[src/rtl/lcd_ctrl_n.sv]
// HD44780-style LCD write controller: power-on init sequence, configuration
// writes, then single-word writes from a valid/ready request port.
module lcd_ctrl_n #(
    parameter int CLK_FREQ   = 50000000,
    parameter int BUS_WIDTH  = 8,
    parameter int LINES      = 2,
    parameter int T_POWER_US = 15000
) (
    input  logic       clock,
    input  logic       internal_reset_n,
    input  logic [8:0] d_in,
    input  logic       data_valid,
    output logic       data_ready,
    output logic       rs,
    output logic       rw,
    output logic       e,
    output logic [7:0] d,
    output logic       busy_flag,
    output logic       init_done
);

    function automatic int cyc_ns(input longint t_ns);
        longint c;
        c = (t_ns * longint'(CLK_FREQ) + longint'(999999999)) / longint'(1000000000);
        return (c < 1) ? 1 : int'(c);
    endfunction

    function automatic int max2(input int a, input int b);
        return (a > b) ? a : b;
    endfunction

    localparam int CYC_PW   = cyc_ns(longint'(T_POWER_US) * 1000);
    localparam int CYC_SU   = cyc_ns(60);
    localparam int CYC_EN   = cyc_ns(450);
    localparam int CYC_GAP  = max2(cyc_ns(1000), CYC_SU);
    localparam int CYC_4M1  = cyc_ns(4100000);
    localparam int CYC_100U = cyc_ns(100000);
    localparam int CYC_40U  = cyc_ns(40000);
    localparam int CYC_2M   = cyc_ns(2000000);
    localparam int CNT_MAX  = max2(CYC_PW, max2(CYC_4M1, CYC_2M));
    localparam int CNT_W    = $clog2(CNT_MAX + 1);

    // Terminal counts; the power wait also absorbs the partial cycle before
    // the first edge after reset release.
    localparam logic [CNT_W-1:0] L_PW   = CNT_W'(CYC_PW);
    localparam logic [CNT_W-1:0] L_SU   = CNT_W'(CYC_SU - 1);
    localparam logic [CNT_W-1:0] L_EN   = CNT_W'(CYC_EN - 1);
    localparam logic [CNT_W-1:0] L_GAP  = CNT_W'(CYC_GAP - 1);
    localparam logic [CNT_W-1:0] L_4M1  = CNT_W'(CYC_4M1 - 1);
    localparam logic [CNT_W-1:0] L_100U = CNT_W'(CYC_100U - 1);
    localparam logic [CNT_W-1:0] L_40U  = CNT_W'(CYC_40U - 1);
    localparam logic [CNT_W-1:0] L_2M   = CNT_W'(CYC_2M - 1);

    localparam logic       FOUR_BIT = (BUS_WIDTH == 4);
    localparam logic [7:0] FUNC_SET = {3'b001, (BUS_WIDTH == 8), (LINES == 2), 3'b000};
    localparam logic [3:0] LAST_STEP = 4'd8;

    typedef enum logic [2:0] {ST_POWER, ST_SETUP, ST_PULSE, ST_WAIT, ST_IDLE} state_t;

    typedef struct packed {
        logic [7:0]       b;
        logic             nib;
        logic [CNT_W-1:0] term;
    } step_t;

    function automatic step_t step_info(input logic [3:0] idx);
        step_t s;
        s.b    = 8'h30;
        s.nib  = 1'b1;
        s.term = L_100U;
        case (idx)
            4'd0:    s.term = L_4M1;
            4'd3:    s.b = 8'h20;
            4'd4:    begin s.b = FUNC_SET; s.nib = 1'b0; s.term = L_40U; end
            4'd5:    begin s.b = 8'h08;    s.nib = 1'b0; s.term = L_40U; end
            4'd6:    begin s.b = 8'h01;    s.nib = 1'b0; s.term = L_2M;  end
            4'd7:    begin s.b = 8'h06;    s.nib = 1'b0; s.term = L_40U; end
            4'd8:    begin s.b = 8'h0C;    s.nib = 1'b0; s.term = L_40U; end
            default: ;
        endcase
        return s;
    endfunction

    function automatic logic [7:0] bus_val(input logic [7:0] b, input logic low);
        if (!FOUR_BIT) return b;
        return low ? {b[3:0], 4'h0} : {b[7:4], 4'h0};
    endfunction

    state_t           state_q, state_d;
    logic [CNT_W-1:0] cnt_q, cnt_d, term_q, term_d;
    logic [3:0]       step_q, step_d, ld_idx;
    logic [7:0]       byte_q, byte_d, d_q, d_d;
    logic             rs_q, rs_d, e_q, e_d, ready_q, ready_d, init_done_q, init_done_d;
    logic             nib_q, nib_d, low_q, low_d, user_q, user_d, ld_step;
    step_t            info;

    always_comb begin
        state_d     = state_q;
        cnt_d       = cnt_q + CNT_W'(1);
        term_d      = term_q;
        step_d      = step_q;
        byte_d      = byte_q;
        d_d         = d_q;
        rs_d        = rs_q;
        e_d         = 1'b0;
        init_done_d = init_done_q;
        nib_d       = nib_q;
        low_d       = low_q;
        user_d      = user_q;
        ld_step     = 1'b0;
        ld_idx      = 4'd0;

        case (state_q)
            ST_POWER: begin
                if (cnt_q == L_PW) ld_step = 1'b1;
            end
            ST_SETUP: begin
                if (cnt_q == (low_q ? L_GAP : L_SU)) begin
                    state_d = ST_PULSE;
                    cnt_d   = '0;
                    e_d     = 1'b1;
                end
            end
            ST_PULSE: begin
                e_d = 1'b1;
                if (cnt_q == L_EN) begin
                    e_d   = 1'b0;
                    cnt_d = '0;
                    // The low nibble's setup overlaps the inter-nibble e-low gap.
                    if (FOUR_BIT && !nib_q && !low_q) begin
                        low_d   = 1'b1;
                        d_d     = bus_val(byte_q, 1'b1);
                        state_d = ST_SETUP;
                    end else begin
                        state_d = ST_WAIT;
                    end
                end
            end
            ST_WAIT: begin
                if (cnt_q == term_q) begin
                    cnt_d = '0;
                    if (user_q || step_q == LAST_STEP) begin
                        state_d     = ST_IDLE;
                        init_done_d = 1'b1;
                    end else begin
                        ld_step = 1'b1;
                        ld_idx  = (step_q == 4'd2 && !FOUR_BIT) ? 4'd4 : step_q + 4'd1;
                    end
                end
            end
            ST_IDLE: begin
                cnt_d = '0;
                if (data_valid) begin
                    byte_d  = d_in[7:0];
                    rs_d    = d_in[8];
                    user_d  = 1'b1;
                    nib_d   = 1'b0;
                    low_d   = 1'b0;
                    term_d  = (!d_in[8] && d_in[7:2] == 6'd0 && d_in[1:0] != 2'd0) ? L_2M : L_40U;
                    d_d     = bus_val(d_in[7:0], 1'b0);
                    state_d = ST_SETUP;
                end
            end
            default: state_d = ST_POWER;
        endcase

        info = step_info(ld_idx);
        if (ld_step) begin
            step_d  = ld_idx;
            byte_d  = info.b;
            rs_d    = 1'b0;
            nib_d   = FOUR_BIT & info.nib;
            low_d   = 1'b0;
            user_d  = 1'b0;
            term_d  = info.term;
            d_d     = bus_val(info.b, 1'b0);
            cnt_d   = '0;
            state_d = ST_SETUP;
        end

        ready_d = (state_d == ST_IDLE);
    end

    always_ff @(posedge clock or negedge internal_reset_n) begin
        if (!internal_reset_n) begin
            state_q     <= ST_POWER;
            cnt_q       <= '0;
            term_q      <= '0;
            step_q      <= 4'd0;
            byte_q      <= 8'h00;
            d_q         <= 8'h00;
            rs_q        <= 1'b0;
            e_q         <= 1'b0;
            ready_q     <= 1'b0;
            init_done_q <= 1'b0;
            nib_q       <= 1'b0;
            low_q       <= 1'b0;
            user_q      <= 1'b0;
        end else begin
            state_q     <= state_d;
            cnt_q       <= cnt_d;
            term_q      <= term_d;
            step_q      <= step_d;
            byte_q      <= byte_d;
            d_q         <= d_d;
            rs_q        <= rs_d;
            e_q         <= e_d;
            ready_q     <= ready_d;
            init_done_q <= init_done_d;
            nib_q       <= nib_d;
            low_q       <= low_d;
            user_q      <= user_d;
        end
    end

    assign data_ready = ready_q;
    assign busy_flag  = ~ready_q;
    assign rs         = rs_q;
    assign rw         = 1'b0;
    assign e          = e_q;
    assign d          = d_q;
    assign init_done  = init_done_q;

endmodule

[config.mk]
export PLATFORM = sky130hd
export DESIGN_NAME = lcd_ctrl_n
export DESIGN_NICKNAME = d
export VERILOG_FILES = /design/src/rtl/lcd_ctrl_n.sv
export SDC_FILE = /design/constraint.sdc
export NUM_CORES = 1
export LEC_CHECK = 0
export CAP_MARGIN = 0
export CORE_AREA = 2 2 76 78
export CTS_CLUSTER_DIAMETER = 120
export DETAILED_ROUTE_END_ITERATION = 10
export DIE_AREA = 0 0 78 80
export PLACE_DENSITY = 0.74
export SLEW_MARGIN = 0
export SYNTH_ARGS = -nofsm -noshare
export SYNTH_HDL_FRONTEND = slang
export SYNTH_SLANG_ARGS = --single-unit
[constraint.sdc]
create_clock -name clock -period 4.63 [get_ports clock]
set_input_delay 1.389 -clock clock [delete_from_list [all_inputs] [get_ports clock]]
set_output_delay 1.389 -clock clock [all_outputs]
set_load 0.02 [all_outputs]
==> metrics.md, run 1 <==
| Metric | Value |
|---|---|
| Hold WC Path Type | reg -> reg |
| Reg clk slew, reported paths | 110 ps |
| Area after DPL | 3130 µm² |
| # rows | 27 |
| Mapped Area | 2870 µm² |
| Routed vias | 2456 |
| Maximum clock frequency | 0.336 GHz |
| Rel. slew slack | 38.1% |
| Post-DP HPWL | 4610 µm |
| Number of remaining DRC errors | 0 |
| Worst slack at placement | 1560 ps |
| Initial DRC Count | 216 |
| RSZ-0062 raised after global routing | no |
| CP startpoint | cnt_q[6]$_DFF_PN0_ |
| CP peak stage delay | 480 ps |
| Hold path start | init_done$_DFFE_PN0P_ |
| GRT Total Usage | 23.1% |
| Depth of the worst hold-timing path | 1 |
| Clock root cell | clkbuf_8 |
| Area of the multi-input gates | 1530 µm² |
| CTS max path bufs | 2 |
| GP Congestion | 0.856 |
| Fin Setup TNS | 0 ps |
| Synthesized area per cell | 8.61 µm² |
| CP Cell Sequence | xor2_1 > a2111o_1 > nor4_2 > nand3_1 > nand2_1 > buf_4 > mux2i_1 |
| CP max FO | 24 |
| Worst Path Required | 4880 ps |
| Vias in the first global route | 2380 |
| Placed Instances | 413 |
| Starting Density | 53.1% |
| CTS tree | built |
| Synthesized net count | 351 |
| Initial antenna violation count | 0 |
| Synth Register Bits | 49 |
| Seq/Total Area, Yosys | 42.8% |
| Maximum vdd drop | 149 µV |
| Final wirelength | 6510 µm |
| EDFF count, synth | 0 |
| Worst hold margin | 477 ps |
| Fill cells | 513 |
| Main flop type after synthesis | dfrtp_1 |
| End point of the worst hold path | init_done$_DFFE_PN0P_ |
| Die Ht | 80 µm |
| Die W | 78 µm |
| Largest net degree at the start of global routing | 35 |
| Worst Path Arrival | 3230 ps |
| Yosys cell types | 51 |
| Pwr dens | 224 nW/µm² |
| Fin worst setup slack | 1650 ps |
| Post-Layout Inst Area | 3220 µm² |
| FF-to-FF End | term_q[10]$_DFFE_PN0P_ |
| CP Capture Type | flop |
| Hold Violations, Final | 0 |
| Crit Path Category | reg -> reg |
| Util after Layout | 59.6% |
| Clock skew | 9.91 ps |
| Num ports | 26 |
| Setup-failing EPs final | 0 |
| Crit path buffers/inverters | 1 |
| Worst Reg2Reg Path Length in Cells | 7 |
| Synth Instances | 333 |
| Avg WL per Cell | 15.5 µm |
| Post-CTS setup buffers | 0 |
| Total die area | 6240 µm² |
| MaxCap Viol Count | 0 |
| Max Slew Vio Count | 0 |
| CP Launch Type | flop |
| Final period util | 64.4% |
| Layout cell share with drive strength beyond 1 | 4.87% |
| First-pass DRT Iterations | 4 |
| Storage cell area | 1230 µm² |
| Yosys warns | 0 |
| Async SR Flop Fraction | 100% |
| Nets@finish | 366 |
| CTS resizes | 0 |
| Pleak | 1.37 nW |
| First-pass GRT wire length | 11400 µm |
| P&R area growth vs syn | 12.3% |
| Clock latency on the worst-skew pair | 320 ps |
| Total power | 720 µW |
| PortBufs | 24 |
| Clk sinks | 49 |
| Antenna fix cells | 0 |
| Non-Filler Instances | 421 |
| Slew of the pin with the lowest slew margin | 927 ps |
| Status | finished clean |
| Max H-tree Level | 2 |
| GRT Residual Overflow | 0 |
| FF-to-FF Start | cnt_q[6]$_DFF_PN0_ |
| CTS Hold Bufs | 0 |
| Fin crit period | 2980 ps |
| Area of the core | 5410 µm² |
| TritonCTS Buffers | 5 |
| Post-DRT Antenna Nets | 0 |
| CP delay by family, top | simple AND/OR/NAND/NOR gates |
| Slowest cell on crit path | nor4_2 |
| Flop2flop setup slack | 1650 ps |
| Vias per cell | 5.83 |
-- worst max-delay path by stage --
| stage | to | cells past startpoint | slack, ps |
|---|---|---|---|
| after floorplan | cnt_q[19]$_DFF_PN0_ | 7 | 2440 |
| final | term_q[10]$_DFFE_PN0P_ | 7 | 1650 |
| after global placement | term_q[8]$_DFFE_PN0P_ | 5 | 1600 |
| after CTS | term_q[10]$_DFFE_PN0P_ | 7 | 1680 |
| after detailed placement | term_q[6]$_DFFE_PN0P_ | 5 | 1560 |
| after global routing | term_q[10]$_DFFE_PN0P_ | 7 | 1440 |
-- where the power goes --
group | total, mW | switching [mW] | leakage, nW | internal (mW)
registers | 0.428 | 0 | 0.618 | 0.428
clock network | 0.273 | 0.162 | 0.0423 | 0.110
logic | 0.0201 | 0.0115 | 0.708 | 0.00860
-- layout by cell type (no fill, tap or decap), types with 7 or more instances in the layout --
master,count
dfrtp_1,49
nand2_1,48
nor3_1,28
nor2_1,24
clkdlybuf4s50_1,23
nand3_1,21
o21ai_0,17
xnor2_1,16
inv_1,9
xor2_1,9
and3_1,9
nand4_1,9
a21oi_1,7
-- flip-flops by register name (all words and copies together) (netlist names) --
name,flops
cnt_q,20
term_q,9
d,8
step_q,4
state_q,3
data_ready,1
e,1
init_done,1
rs,1
user_q,1
-- final cells by class --
cell class	instances	share of cell area, %
Clock buffer	5	2.14
Sequential cell	49	38.1
Inverter	9	1.05
Tap cell	72	2.80
Timing Repair Buffer	26	7.77
Multi-Input combinational cell	257	47.4
Clock inverter	3	0.816
-- cells in the mapped netlist, types with 2 or more instances --
cell type / count / area (µm²)
a21boi_0: 2 / 15.0
a21oi_1: 7 / 35.0
a22oi_1: 4 / 30.0
and3_1: 9 / 56.3
buf_2: 3 / 15.0
buf_4: 3 / 22.5
clkbuf_1: 12 / 45.0
dfrtp_1: 49 / 1230
ha_1: 6 / 75.1
inv_1: 9 / 33.8
mux2i_1: 3 / 30.0
nand2_1: 48 / 180
nand2b_1: 6 / 37.5
nand3_1: 21 / 105
nand4_1: 9 / 56.3
nor2_1: 24 / 90.1
nor2b_1: 5 / 31.3
nor3_1: 28 / 140
nor3b_1: 2 / 15.0
nor4_1: 6 / 37.5
o21ai_0: 17 / 85.1
o21bai_1: 2 / 15.0
o22ai_1: 3 / 18.8
o31ai_1: 2 / 15.0
or3_1: 3 / 18.8
or4_1: 2 / 15.0
xnor2_1: 16 / 140
xor2_1: 9 / 78.8
-- cell families after synthesis --
group | synth area share, %
other | 0.131
flip-flops | 42.8
AO/OA/AOI/OAI | 11.1
XOR/XNOR | 7.64
adder cells (fa/ha/maj) | 2.62
multiplexers | 1.05
buffers and inverters | 4.06
AND/OR/NAND/NOR | 30.7
-- worst register-to-register path, delay by kind of cell (launching register included) --
kind                      cells  cell delay, ps
buffers and inverters         1             340
muxes                         1             210
xor gates and xnor gates      1             180
AOI/OAI and AO/OA             1             420
DFF                           1             440
and+or+nand+nor               3            1330
-- layer usage --
layer  track usage, %  vias up  wire length, µm
met4             9.12        0              121
li1                 -     1201                -
met1             30.0     1183             2940
met2             38.0       60             3140
met5                0        -                0
met3             4.64       12              310
Note: power is estimated with default switching activity, not from simulation.
==> run 2: changes to the inputs <==
- CORE_AREA: 2 2 76 78 -> 2 2 78 80
- DIE_AREA: 0 0 78 80 -> 0 0 80 82
- clock period: 4.63 -> 2.4 ns (I/O delays scaled with it)
==> metrics.md, run 2 (same netlist as run 1, synthesis figures left out) <==
| Metric | Value |
|---|---|
| Hold Violations, Final | 0 |
| Fin crit period | 2310 ps |
| CTS max path bufs | 2 |
| CP delay by family, top | simple AND/OR/NAND/NOR gates |
| GRT Total Usage | 22.1% |
| Max Slew Vio Count | 0 |
| Largest net degree at the start of global routing | 50 |
| Max H-tree Level | 2 |
| CP Launch Type | flop |
| Area after DPL | 3250 µm² |
| Maximum vdd drop | 269 µV |
| Initial DRC Count | 193 |
| Maximum clock frequency | 0.433 GHz |
| Antenna fix cells | 0 |
| Fin Setup TNS | 0 ps |
| Commonest non-fill, non-tap cell in the layout | dfrtp_1 |
| Pleak | 1.48 nW |
| TritonCTS Buffers | 5 |
| Die Ht | 82 µm |
| Worst Path Required | 2590 ps |
| GRT Residual Overflow | 0 |
| First-pass DRT Iterations | 4 |
| Post-DP HPWL | 4900 µm |
| CTS tree | built |
| Post-DRT Antenna Nets | 0 |
| Reg clk slew, reported paths | 110 ps |
| Clock latency on the worst-skew pair | 310 ps |
| First-pass GRT wire length | 11500 µm |
| Placed Instances | 429 |
| Final wirelength | 6830 µm |
| FF-to-FF Start | cnt_q[6]$_DFF_PN0_ |
| MaxCap Viol Count | 0 |
| Non-Filler Instances | 438 |
| Routed vias | 2504 |
| Area of the core | 5750 µm² |
| Setup-failing EPs final | 0 |
| Clock skew | 14.9 ps |
| Max FFs per register | 20 |
| CP Cell Sequence | xor2_1 > a2111o_1 > or4_4 > nor2_4 > a2bb2oi_2 > buf_12 > nor3_1 |
| CP Capture Type | flop |
| Crit Path Category | reg -> reg |
| # rows | 28 |
| Hold WC Path Type | reg -> reg |
| Util after Layout | 59.0% |
| GP Congestion | 0.893 |
| Rel. slew slack | 59.2% |
| Starting Density | 49.9% |
| Most frequent cells in the layout | 49 x dfrtp_1, 48 x nand2_1, 28 x nor3_1, 24 x nor2_1, 23 x clkdlybuf4s50_1 |
| CP max FO | 20 |
| CP startpoint | cnt_q[6]$_DFF_PN0_ |
| Final period util | 96.3% |
| Num ports | 26 |
| Pwr dens | 437 nW/µm² |
| Layout cell share with drive strength beyond 1 | 8.82% |
| Number of remaining DRC errors | 0 |
| Slowest cell on crit path | or4_4 |
| CP peak stage delay | 600 ps |
| Clock root cell | clkbuf_8 |
| Worst Path Arrival | 2500 ps |
| Hold path start | init_done$_DFFE_PN0P_ |
| Die W | 80 µm |
| Vias in the first global route | 2495 |
| Status | finished clean |
| Total die area | 6560 µm² |
| Crit path buffers/inverters | 1 |
| Worst hold margin | 495 ps |
| Nets@finish | 380 |
| Slew of the pin with the lowest slew margin | 612 ps |
| Top reg by flops | cnt_q |
| PortBufs | 24 |
| Clk sinks | 49 |
| RSZ-0062 raised after global routing | no |
| Post-Layout Inst Area | 3390 µm² |
| P&R area growth vs syn | 18.2% |
| Vias per cell | 5.72 |
| Initial antenna violation count | 0 |
| Avg WL per Cell | 15.6 µm |
[run 2: through the flow]
| step | worst slack (ps) | power (mW) |
|---|---|---|
| 6_report | 88.6 | 1.48 |
| 5_1_grt | 12.7 | 1.52 |
| 4_1_cts | 75.2 | 1.49 |
| 3_5_place_dp | 113 | 0.881 |
| 3_3_place_gp | 114 | 0.881 |
| 2_1_floorplan | 206 | 0.845 |
[run 2: area by class of cell]
type / count / area [µm²]
Sequential cell: 49 / 1230
Timing Repair Buffer: 40 / 380
Clock inverter: 3 / 50.0
Fill cell: 539 / 2350
Clock buffer: 5 / 68.8
Multi-Input combinational cell: 257 / 1540
Tap cell: 75 / 93.8
Inverter: 9 / 33.8
[run 2: path summary, 6_finish.rpt]
kind	endpoint	slack (ps)	depth (start not counted)
setup / recovery	cnt_q[19]$_DFF_PN0_	90	7
hold / removal	init_done$_DFFE_PN0P_	490	1
setup reg to reg	cnt_q[19]$_DFF_PN0_	90	7
hold reg to reg	init_done$_DFFE_PN0P_	490	1
max in group asynchronous	d[3]$_DFFE_PN0P_	1480	2
min in group asynchronous	cnt_q[12]$_DFF_PN0_	510	2
[run 2: power breakdown]
part,switching (mW),internal [mW]
logic,0.0219,0.0166
clock network,0.300,0.320
registers,0,0.825
total,0.322,1.16
[run 2: layer usage]
layer	routed length [µm]	up-vias	track usage [%]
met4	61	0	6.61
met1	3120	1212	28.5
met5	0	-	0
met3	230	6	2.86
li1	-	1232	-
met2	3420	54	38.8
[run 2: repair_timing]
item | CTS | global route
endpoints found under the setup margin | 0 | 12
resized for setup | 0 | 2
hold buffers | 0 | 0
setup buffers | 0 | 1
